## src/rtl/sd_cmd_arbiter_if.sv

```systemverilog
// Requester and command-control signals shared by sd_cmd_arbiter.
// master = arbiter view, slave = requesters plus command control.
interface sd_cmd_arbiter_if;
  logic [1:0]  iReq;
  logic [11:0] iCmd_index;
  logic [63:0] iCmd_argument;
  logic [1:0]  oGnt;
  logic [1:0]  oRsp_valid;
  logic [1:0]  iRsp_ack;
  logic [37:0] oRsp_data;
  logic        oRsp_timeout;
  logic        oRsp_index_error;
  logic        oNew_command;
  logic [5:0]  oCmd_index;
  logic [31:0] oCmd_argument;
  logic        oTimeout_enable;
  logic        oTimeout;
  logic        iIdle_out;
  logic        iCommand_complete;
  logic [37:0] iResponse;
  logic        iCommand_index_error;

  modport master (
    input  iReq, iCmd_index, iCmd_argument, iRsp_ack,
           iIdle_out, iCommand_complete, iResponse, iCommand_index_error,
    output oGnt, oRsp_valid, oRsp_data, oRsp_timeout, oRsp_index_error,
           oNew_command, oCmd_index, oCmd_argument, oTimeout_enable, oTimeout
  );

  modport slave (
    output iReq, iCmd_index, iCmd_argument, iRsp_ack,
           iIdle_out, iCommand_complete, iResponse, iCommand_index_error,
    input  oGnt, oRsp_valid, oRsp_data, oRsp_timeout, oRsp_index_error,
           oNew_command, oCmd_index, oCmd_argument, oTimeout_enable, oTimeout
  );
endinterface

```

## src/rtl/sd_cmd_arbiter.sv

```systemverilog
// Round-robin arbiter/sequencer in front of the SD host command control.
// Optional: define SD_CMD_RETRY_EN to reissue once on a response index error.
module sd_cmd_arbiter #(
  parameter int unsigned TIMEOUT_CYCLES = 64,
  parameter int unsigned TIMER_W        = 16
) (
  input logic             iClock_host,
  input logic             iReset,
  sd_cmd_arbiter_if.master bus
);

  typedef enum logic [2:0] {
    IDLE,
    ISSUE,
    WAIT,
    TOUT,
    RESP
`ifdef SD_CMD_RETRY_EN
    , REISSUE
`endif
  } state_t;

  state_t             state, next_state;
  logic [1:0]         gnt;
  logic               rr_last;
  logic [5:0]         cmd_index;
  logic [31:0]        cmd_arg;
  logic [37:0]        rsp_data;
  logic               rsp_timeout;
  logic               rsp_index_error;
  logic [TIMER_W-1:0] timer;
  logic               win;
  logic               go;
  logic               expired;
  logic               ack;
`ifdef SD_CMD_RETRY_EN
  logic               retry;
`endif

  assign go      = bus.iIdle_out && (bus.iReq != 2'b00);
  assign expired = (timer == TIMER_W'(TIMEOUT_CYCLES - 1));
  assign ack     = |(bus.iRsp_ack & gnt);

  // On a tie the requester that did not win last time takes the grant.
  always_comb begin
    win = 1'b0;
    case (bus.iReq)
      2'b01:   win = 1'b0;
      2'b10:   win = 1'b1;
      default: win = ~rr_last;
    endcase
  end

  always_ff @(posedge iClock_host) begin
    if (iReset) state <= IDLE;
    else        state <= next_state;
  end

  always_comb begin
    next_state = state;
    case (state)
      IDLE:  if (go) next_state = ISSUE;
      ISSUE: if (!bus.iIdle_out) next_state = WAIT;
      WAIT: begin
        // Completion takes priority over a simultaneous timer expiry.
        if (bus.iCommand_complete) begin
`ifdef SD_CMD_RETRY_EN
          next_state = (bus.iCommand_index_error && !retry) ? REISSUE : RESP;
`else
          next_state = RESP;
`endif
        end else if (expired) begin
          next_state = TOUT;
        end
      end
      TOUT:  if (bus.iIdle_out) next_state = RESP;
      RESP:  if (ack) next_state = IDLE;
`ifdef SD_CMD_RETRY_EN
      REISSUE: if (bus.iIdle_out) next_state = ISSUE;
`endif
      default: next_state = IDLE;
    endcase
  end

  always_ff @(posedge iClock_host) begin
    if (iReset) begin
      gnt             <= '0;
      rr_last         <= 1'b1;
      cmd_index       <= '0;
      cmd_arg         <= '0;
      rsp_data        <= '0;
      rsp_timeout     <= 1'b0;
      rsp_index_error <= 1'b0;
      timer           <= '0;
`ifdef SD_CMD_RETRY_EN
      retry           <= 1'b0;
`endif
    end else begin
      case (state)
        IDLE: begin
          if (go) begin
            gnt       <= win ? 2'b10 : 2'b01;
            rr_last   <= win;
            cmd_index <= win ? bus.iCmd_index[11:6] : bus.iCmd_index[5:0];
            cmd_arg   <= win ? bus.iCmd_argument[63:32] : bus.iCmd_argument[31:0];
          end
        end
        ISSUE: if (!bus.iIdle_out) timer <= '0;
        WAIT: begin
          timer <= (timer == '1) ? timer : timer + 1'b1;
          // A first-attempt error headed for a retry is not latched.
          if (bus.iCommand_complete && next_state == RESP) begin
            rsp_data        <= bus.iResponse;
            rsp_index_error <= bus.iCommand_index_error;
          end
        end
        TOUT: begin
          if (bus.iIdle_out) begin
            rsp_timeout <= 1'b1;
            rsp_data    <= '0;
          end
        end
        RESP: begin
          if (ack) begin
            gnt             <= '0;
            rsp_timeout     <= 1'b0;
            rsp_index_error <= 1'b0;
`ifdef SD_CMD_RETRY_EN
            retry           <= 1'b0;
`endif
          end
        end
`ifdef SD_CMD_RETRY_EN
        REISSUE: if (bus.iIdle_out) retry <= 1'b1;
`endif
        default: ;
      endcase
    end
  end

  always_comb begin
    bus.oNew_command    = 1'b0;
    bus.oTimeout_enable = 1'b0;
    bus.oTimeout        = 1'b0;
    bus.oRsp_valid      = '0;
    case (state)
      ISSUE: begin
        bus.oNew_command    = 1'b1;
        bus.oTimeout_enable = 1'b1;
      end
      WAIT: bus.oTimeout_enable = 1'b1;
      TOUT: begin
        bus.oTimeout_enable = 1'b1;
        bus.oTimeout        = 1'b1;
      end
      RESP: bus.oRsp_valid = gnt;
`ifdef SD_CMD_RETRY_EN
      REISSUE: bus.oTimeout_enable = 1'b1;
`endif
      default: ;
    endcase
  end

  assign bus.oGnt             = gnt;
  assign bus.oCmd_index       = cmd_index;
  assign bus.oCmd_argument    = cmd_arg;
  assign bus.oRsp_data        = rsp_data;
  assign bus.oRsp_timeout     = rsp_timeout;
  assign bus.oRsp_index_error = rsp_index_error;

endmodule

```

## src/flat_wrapper.sv

```systemverilog
// flat-port wrapper written by rule: the top's interface ports become plain ports
module sd_cmd_arbiter_flat 
#(
  parameter int unsigned TIMEOUT_CYCLES = 64,
  parameter int unsigned TIMER_W        = 16
)
  (iClock_host, iReset, bus_iReq, bus_iCmd_index, bus_iCmd_argument, bus_iRsp_ack, bus_iIdle_out, bus_iCommand_complete, bus_iResponse, bus_iCommand_index_error, bus_oGnt, bus_oRsp_valid, bus_oRsp_data, bus_oRsp_timeout, bus_oRsp_index_error, bus_oNew_command, bus_oCmd_index, bus_oCmd_argument, bus_oTimeout_enable, bus_oTimeout);
  sd_cmd_arbiter_if bus_i ();
  input logic iClock_host;
  input logic iReset;
  input wire logic [$bits(bus_i.iReq)-1:0] bus_iReq;
  input wire logic [$bits(bus_i.iCmd_index)-1:0] bus_iCmd_index;
  input wire logic [$bits(bus_i.iCmd_argument)-1:0] bus_iCmd_argument;
  input wire logic [$bits(bus_i.iRsp_ack)-1:0] bus_iRsp_ack;
  input wire logic [$bits(bus_i.iIdle_out)-1:0] bus_iIdle_out;
  input wire logic [$bits(bus_i.iCommand_complete)-1:0] bus_iCommand_complete;
  input wire logic [$bits(bus_i.iResponse)-1:0] bus_iResponse;
  input wire logic [$bits(bus_i.iCommand_index_error)-1:0] bus_iCommand_index_error;
  output wire logic [$bits(bus_i.oGnt)-1:0] bus_oGnt;
  output wire logic [$bits(bus_i.oRsp_valid)-1:0] bus_oRsp_valid;
  output wire logic [$bits(bus_i.oRsp_data)-1:0] bus_oRsp_data;
  output wire logic [$bits(bus_i.oRsp_timeout)-1:0] bus_oRsp_timeout;
  output wire logic [$bits(bus_i.oRsp_index_error)-1:0] bus_oRsp_index_error;
  output wire logic [$bits(bus_i.oNew_command)-1:0] bus_oNew_command;
  output wire logic [$bits(bus_i.oCmd_index)-1:0] bus_oCmd_index;
  output wire logic [$bits(bus_i.oCmd_argument)-1:0] bus_oCmd_argument;
  output wire logic [$bits(bus_i.oTimeout_enable)-1:0] bus_oTimeout_enable;
  output wire logic [$bits(bus_i.oTimeout)-1:0] bus_oTimeout;
  assign bus_i.iReq = bus_iReq;
  assign bus_i.iCmd_index = bus_iCmd_index;
  assign bus_i.iCmd_argument = bus_iCmd_argument;
  assign bus_i.iRsp_ack = bus_iRsp_ack;
  assign bus_i.iIdle_out = bus_iIdle_out;
  assign bus_i.iCommand_complete = bus_iCommand_complete;
  assign bus_i.iResponse = bus_iResponse;
  assign bus_i.iCommand_index_error = bus_iCommand_index_error;
  assign bus_oGnt = bus_i.oGnt;
  assign bus_oRsp_valid = bus_i.oRsp_valid;
  assign bus_oRsp_data = bus_i.oRsp_data;
  assign bus_oRsp_timeout = bus_i.oRsp_timeout;
  assign bus_oRsp_index_error = bus_i.oRsp_index_error;
  assign bus_oNew_command = bus_i.oNew_command;
  assign bus_oCmd_index = bus_i.oCmd_index;
  assign bus_oCmd_argument = bus_i.oCmd_argument;
  assign bus_oTimeout_enable = bus_i.oTimeout_enable;
  assign bus_oTimeout = bus_i.oTimeout;
  sd_cmd_arbiter #(.TIMEOUT_CYCLES(TIMEOUT_CYCLES), .TIMER_W(TIMER_W)) u_core (.iClock_host(iClock_host), .iReset(iReset), .bus(bus_i));
endmodule
```

## config.mk

```make
export PLATFORM = sky130hd
export DESIGN_NAME = sd_cmd_arbiter_flat
export DESIGN_NICKNAME = d
export VERILOG_FILES = /design/src/rtl/sd_cmd_arbiter_if.sv /design/src/rtl/sd_cmd_arbiter.sv /design/src/flat_wrapper.sv
export SDC_FILE = /design/constraint.sdc
export NUM_CORES = 1
export LEC_CHECK = 0
export CAP_MARGIN = 30
export CORE_ASPECT_RATIO = 0.75
export CORE_MARGIN = 3
export CORE_UTILIZATION = 40
export CTS_CLUSTER_SIZE = 14
export DETAILED_ROUTE_END_ITERATION = 8
export DONT_BUFFER_PORTS = 1
export GPL_TIMING_DRIVEN = 0
export PLACE_DENSITY = 0.64
export SKIP_CTS_REPAIR_TIMING = 1
export SLEW_MARGIN = 10
export SYNTH_ARGS = -nofsm -noshare
export SYNTH_HDL_FRONTEND = slang
export SYNTH_SLANG_ARGS = --single-unit
```

## constraint.sdc

```tcl
create_clock -name iClock_host -period 4.1 [get_ports iClock_host]
set_input_delay 1.025 -clock iClock_host [delete_from_list [all_inputs] [get_ports iClock_host]]
set_output_delay 1.025 -clock iClock_host [all_outputs]
set_load 0.01 [all_outputs]
```

* Word level (Yosys, flattened, before mapping)
Index checks and enable logic that the tools add are counted.
** Operators by class
- $add $sub $neg :: 1
- Equality and inequality tests :: 15
- Multiplexer cells :: 29
- Bitwise logic cells :: 2
- Reduce and logical (&&, ||, !) cells :: 17
** Operators by type and width (count)
- $mux 38 :: 2
- $pmux 38 s2 :: 1
- $mux 16 :: 2
- $mux 32 :: 1
- $pmux 16 s2 :: 1
- $mux 3 :: 6
- $add 16x1->16 const B :: 1
- $eq 16x16->1 const B :: 1
- $eq 16x6->1 const B :: 1
- $pmux 3 s5 :: 1
- $reduce_and 3->1 :: 5
- $reduce_bool 2->1 :: 6
- $mux 2 :: 4
- $eq 3x2->1 const B :: 2
- $eq 3x3->1 const B :: 2
- $mux 1 :: 6
- $mux 6 :: 1
- $ne 2x1->1 const B :: 3
- $ne 2x2->1 const B :: 3
- $pmux 1 s2 :: 3
- $pmux 2 s2 :: 1
- $eq 3x1->1 const B :: 1
- $logic_not 3->1 :: 1
- $reduce_or 3->1 :: 1
- 7 further kinds :: 8
** Storage, ports and cells
- Bits in registers :: 100
- Input bits :: 123
- Output and inout port bits :: 85

* Logic depth before layout (Yosys ltp)
Gate-level depths: netlist of run 1.
- Depth in word-level cells :: 8
- Mapped depth :: 8
- Mapped depth without buffers :: 6

* Worst setup path after synthesis of run 1
OpenSTA, ideal clock, no wires.
- Path type :: input -> register
- Start point :: in bus_iReq[0]
- End point :: reg u_core.cmd_arg[0], in the netlist u_core.bus.oCmd_argument[0]
- Setup time :: 137 ps
- Data arrival time :: 2486 ps
- Data required time :: 3963 ps
- Path slack :: 1476 ps
- Stages :: 7
- Buffers on the path :: 2
- Cell sequence :: inv_1 ha_1 nand2b_1 nor4_1 clkbuf_1 clkbuf_1 a211oi_1
** On the way
- Longest elaborated chain between the ends :: 3
- Elaborated cells on any way between the ends :: 7
- Those cells by class :: eq/ne: 2; mux: 2; reduce/logical: 3
** Ends and longest elaborated chain
- start, declared :: RTL line flat_wrapper.sv:11 : input wire logic [$bits(bus_i.iReq)-1:0] bus_iReq;
- $eq 2x2->1, or another cell as far along :: RTL line sd_cmd_arbiter.sv:47 : case (bus.iReq)
- $pmux 1 s2 or $logic_and 1x1->1 (tied branches) :: RTL line sd_cmd_arbiter.sv:47, sd_cmd_arbiter.sv:40
- $mux 32 or $reduce_and 2->1 (tied branches)
- end signal, assigned :: RTL line sd_cmd_arbiter.sv:105 : cmd_arg <= win ? bus.iCmd_argument[63:32] : bus.iCmd_argument[31:0];
- end, declared :: RTL line sd_cmd_arbiter.sv:27 : logic [31:0] cmd_arg;
Parallel ways exist; a longest one is shown, timed or not.
A chain may end at the register's enable or synchronous reset.

* Final worst setup path of run 1
- Start point :: in bus_iReq[0]
- End point :: reg u_core.cmd_index[0], in the netlist u_core.bus.oCmd_index[0]
** On the way
- Longest elaborated chain between the ends :: 3
- Elaborated cells on any way between the ends :: 7
- Those cells by class :: eq/ne: 2; mux: 2; reduce/logical: 3
** Ends and longest elaborated chain
- $eq 2x2->1, or another cell as far along :: RTL line sd_cmd_arbiter.sv:47
- $pmux 1 s2 or $logic_and 1x1->1 (tied branches) :: RTL line sd_cmd_arbiter.sv:47, sd_cmd_arbiter.sv:40
- $mux 6 or $reduce_and 2->1 (tied branches)
- end signal, assigned :: RTL line sd_cmd_arbiter.sv:104 : cmd_index <= win ? bus.iCmd_index[11:6] : bus.iCmd_index[5:0];
- end, declared :: RTL line sd_cmd_arbiter.sv:26 : logic [5:0] cmd_index;
Parallel ways exist; a longest one is shown, timed or not.

==> impl_metrics.tcl, run 1 <==
set metrics [dict create \
    status "complete, no violations" \
    setup_viol 0 \
    fin_area_mm2 0.004787 \
    core.rowCount 32 \
    cts_buffer_depth 2 \
    yosys-top-cells-area "dfxtp_1 (47%), mux2i_1 (9.3%), a211oi_1 (6.8%)" \
    ys_seq_area_share_pct 46.57 \
    nNetsFinal 640 \
    vias 3753 \
    cap_violations 0 \
    cts_tree "yes" \
    critPathRequiredTime_ns 4.30 \
    synthTopCellsByCount "dfxtp_1 (100), a21oi_1 (58), nand2_1 (54)" \
    layout_min_cycle_time_ns 2.911 \
    start_util_pct 41.46 \
    finClkSkew_ns 0.005539 \
    dpl.hpwl_um 9024 \
    p_leak_uw 0.001751 \
    fin_util_pct 46.16 \
    gp_congestion 0.7962 \
    cts_sinks 100 \
    rsz0062_at_grt "false" \
    power.density_mw_per_mm2 447.5 \
    yosysMostFrequentCell "dfxtp_1" \
    hold_violations 0 \
    peakVddDrop_mv 0.2083 \
    drc 0 \
    finalSetupTns_ns 0 \
    antenna_found_initial 0 \
    grt_pass1_wl_um 17780 \
    grt_max_degree 17 \
    fill_cells 1030 \
    drt_pass1_iterations 5 \
    die_h_um 95.78 \
    core-area_mm2 0.01037 \
    start_kind "primary input" \
    wire_per_inst_um 17.80 \
    arrival_ns 3.11 \
    grt_pass1_vias 3551 \
    hold_class "flop to flop" \
    slew-limit-headroom_pct 46.06 \
    detail-route-antenna-nets 0 \
    clk_pin_slew_ns 0.07 \
    drt_iter0_drc 207 \
    synth.top_cell.area_share_pct 46.57 \
    die_w_um 125.7 \
    track_usage_pct 18.19 \
    worst_pin_slew_ns 0.8030 \
    ys.flop_type "dfxtp_1" \
    crit_fanout 10 \
    min_period_over_period_pct 71.01 \
    synth_top_area_cell "dfxtp_1" \
    total_power_uw 2142 \
    fmax_ghz 0.3435 \
    port_buffers 0 \
    worst_skew_pair.late_latency_ns 0.34 \
    synth.distinct_cells 42 \
    ys_seq_elements 100 \
    synthCells 501 \
    root_buffer "clkbuf_16" \
    io_pins 208 \
    yosys_warnings 0 \
    synthArstFlopShare_pct 0 \
    drive_gt1_share_pct 4.046 \
    htree_levels 3 \
    synth_edf_count 0 \
    min_path_cells 2 \
    wl_um 11660 \
    numCtsBuffers 9 \
    crit_type "primary input to flop" \
    placed_area_mm2 0.004484 \
    report.final.slew_viol_count 0 \
    die_area_mm2 0.01204 \
    syn_avg_cell_area_um2 8.581 \
    synth_nets 627 \
    netlist_area_mm2 0.004299 \
    routed_via_density 5.730 \
    antenna_cells 0 \
    overflow 0 \
    r2r_cells 5 \
    end_kind "flop" \
    area_growth_pct 11.35 \
]
## cells in the final DEF, fill, tap and decap left out, drive strengths merged, types with 7 or more instances in the layout
| cell | netlist | layout |
|---|---|---|
| clkbuf | 34 | 45 |
| dfxtp | 100 | 100 |
| o31ai | 7 | 7 |
| a21oi | 58 | 58 |
| nand3 | 48 | 48 |
| a211oi | 39 | 39 |
| mux2i | 40 | 40 |
| or4 | 8 | 8 |
| nor2 | 47 | 47 |
| nand2 | 54 | 54 |
## stage by stage
step	instances	hold slack, ns	setup slack (ns)
3_3_place_gp	637	0.4783	0.5886
2_1_floorplan	501	0.4603	1.476
4_1_cts	655	0.5028	1.163
5_1_grt	655	0.5247	0.9281
6_report	655	0.5016	1.189
3_5_place_dp	639	0.4917	0.7901
## final cells by class
class	count	area [um^2]	area share (%)
multi-input cells	357	2131	44.51
flip-flops and latches	100	2002	41.82
clock buffers	11	242.7	5.071
well taps	136	170.2	3.555
plain buffers	39	147.6	3.084
clock inverters	5	60.06	1.255
inverters	5	18.77	0.3921
repair buffers	2	15.01	0.3136
## sequential cells by signal, indices dropped and copies added, names as in the netlist
| name | flops |
|---|---|
| u_core.bus.oCmd_argument | 32 |
| u_core.timer | 16 |
| u_core.rr_last | 1 |
| u_core.bus.oRsp_data | 38 |
| u_core.bus.oGnt | 2 |
| u_core.bus.oRsp_timeout | 1 |
| u_core.state | 3 |
| u_core.bus.oRsp_index_error | 1 |
| u_core.bus.oCmd_index | 6 |
## worst max-delay path: stages
cell	delay [ns]
inv_1	0.03
ha_1	0.20
nand2b_1	0.18
nor4_1	0.44
buf_2	0.25
clkbuf_1	0.39
clkbuf_1	0.44
a211oi_1	0.14
## metal layers
| layer | global-route usage, % | wire length, um |
|---|---|---|
| met3 | 5.158 | 820 |
| met2 | 30.56 | 5676 |
| met4 | 6.227 | 153 |
| met5 | 0 | 0 |
| met1 | 22.73 | 5010 |
## kinds of logic (layout without fill, tap and decap cells)
family / count (synthesis) / after routing / share of synthesized area, %
AOI/OAI and AO/OA: 121 / 121 / 17.81
xor gates and xnor gates: 1 / 1 / 0.2038
adders and majority gates: 3 / 3 / 0.8732
buffers and inverters: 44 / 62 / 3.871
DFF: 100 / 100 / 46.57
muxes: 40 / 40 / 9.313
and+or+nand+nor: 192 / 192 / 21.36
## where the power goes
| group | leakage [uW] | internal [uW] | switching (uW) |
|---|---|---|---|
| Clock | 0.000146 | 493 | 374 |
| Combinational | 0.000790 | 79.3 | 123 |
| Sequential | 0.000815 | 1020 | 55.6 |
| Total | 0.00175 | 1590 | 552 |
## worst paths after layout
check	slack [ns]	start	endpoint
setup reg to reg	1.85	u_core.state[2]	u_core.bus.oCmd_index[0]
hold reg to reg	0.50	u_core.bus.oRsp_data[28]	u_core.bus.oRsp_data[28]
hold / removal	0.50	u_core.bus.oRsp_data[28]	u_core.bus.oRsp_data[28]
setup / recovery	1.19	bus_iReq[0]	u_core.bus.oCmd_index[0]
(Power assumes the default switching activity.)
==> run 2, diff against run 1 <==
clock period = 2.8 ns   (was 4.1 ns; I/O delays follow)
==> impl_metrics.tcl, run 2 (synthesis gave the netlist of run 1 again) <==
set metrics [dict create \
    power.density_mw_per_mm2 654.3 \
    hold_class "flop to flop" \
    final-seq-area_mm2 0.002002 \
    routed_via_density 5.765 \
    htree_levels 3 \
    die_w_um 125.7 \
    status "complete, no violations" \
    numCtsBuffers 9 \
    final_cell_mix "dfxtp_1 (100), a21oi_1 (58), nand2_1 (54), nand3_1 (48), nor2_1 (47)" \
    worst_skew_pair.late_latency_ns 0.34 \
    port_buffers 0 \
    crit_type "primary input to flop" \
    core.rowCount 32 \
    drt_pass1_iterations 5 \
    vias 3776 \
    antenna_found_initial 0 \
    min_period_over_period_pct 86.61 \
    root_buffer "clkbuf_16" \
    critPathRequiredTime_ns 3.00 \
    grt_max_degree 17 \
    crit_chain "inv_1, ha_1, nand2b_1, nor4_2, buf_2, clkbuf_1, clkbuf_1, a211oi_1" \
    overflow 0 \
    rsz0062_at_grt "false" \
    p_leak_uw 0.001752 \
    wl_um 11700 \
    slew-limit-headroom_pct 45.91 \
    fmax_ghz 0.4123 \
    cts_sinks 100 \
    core-area_mm2 0.01037 \
    area_growth_pct 11.50 \
    clk_pin_slew_ns 0.07 \
    setup_slack_ns 0.3749 \
    final_common_cell "dfxtp_1" \
    gp_congestion 0.7962 \
    drt_iter0_drc 229 \
    finClkSkew_ns 0.005586 \
    multi_input_area_mm2 0.002137 \
    layout_min_cycle_time_ns 2.425 \
    crit_path_frequent_cell "clkbuf_1" \
    start_kind "primary input" \
    critPathMaxStageDelay_ns 0.44 \
    end_kind "flop" \
    layout.cells.non_filler 655 \
    crit_fanout 10 \
    die_h_um 95.78 \
    largest_reg_flops 38 \
    worst-path-buf-inv 4 \
    wire_per_inst_um 17.87 \
    crit_family "buffers and inverters" \
    die_area_mm2 0.01204 \
    drive_gt1_share_pct 4.239 \
    setup_viol 0 \
    r2r_setup_slack_ns 0.55 \
    report.final.slew_viol_count 0 \
    nNetsFinal 640 \
    grt_pass1_vias 3551 \
    cts_buffer_depth 2 \
    io_pins 208 \
    track_usage_pct 18.19 \
    cp_slowest_cell "clkbuf_1" \
    grt_pass1_wl_um 17780 \
    dp_cells 639 \
    hold_violations 0 \
    drc 0 \
    antenna_cells 0 \
    peakVddDrop_mv 0.3050 \
    start_util_pct 41.46 \
    arrival_ns 2.62 \
    post-place-ws_ns -0.1849 \
    fill_cells 1030 \
    detail-route-antenna-nets 0 \
    dpl.hpwl_um 9024 \
    cap_violations 0 \
    cts_tree "yes" \
    worst_pin_slew_ns 0.8005 \
]
==> run 2: per-layer routing <==
| layer | track usage (%) | part of all wire [%] | vias to the layer above |
|---|---|---|---|
| met2 | 30.56 | 49 | 160 |
| met4 | 6.227 | 1.3 | 0 |
| met3 | 5.158 | 7.2 | 14 |
| li1 | - | - | 1836 |
| met1 | 22.73 | 42 | 1766 |
| met5 | 0 | 0 | - |
==> run 2: path summary, 6_finish.rpt <==
path / from / depth (start not counted) / to
setup / recovery: bus_iReq[0] / 8 / u_core.bus.oCmd_index[0]
setup reg to reg: u_core.state[2] / 5 / u_core.bus.oRsp_data[22]
hold reg to reg: u_core.bus.oRsp_data[28] / 2 / u_core.bus.oRsp_data[28]
hold / removal: u_core.bus.oRsp_data[28] / 2 / u_core.bus.oRsp_data[28]
==> run 2: worst reg2reg max path, stage by stage (launching register included) <==
cell,delay (ns)
dfxtp_1,0.38
nor4bb_1,0.72
clkbuf_1,0.41
clkbuf_1,0.37
nand3_1,0.12
a21oi_1,0.17
==> run 2: cell type report <==
cell class	instances	share of cell area (%)
clock buffer	11	5.064
timing repair buffer	2	0.3132
clock inverter	5	1.253
inverter	5	0.3915
sequential	100	41.76
tap	136	3.550
multi-input combinational	357	44.58
buffer	39	3.080
==> run 2: stage by stage <==
step	util (%)	hold WS, ns	total power, uW	TNS, ns	cell area, um^2
4_1_cts	46.16	0.4952	3172	0	4787
2_1_floorplan	-	0.4603	1821	0	4299
5_1_grt	46.22	0.5022	3261	0	4793
6_report	46.22	0.5016	3136	0	4793
3_3_place_gp	43.10	0.4783	1894	-11.59	4469
3_5_place_dp	43.24	0.4917	1904	-4.251	4484
==> run 2: report_power, final <==
part           total [uW]  internal (uW)  switching, uW
clock network        1270            721            545
logic                 297            117            180
registers            1570           1490           81.9
total                3140           2330            808
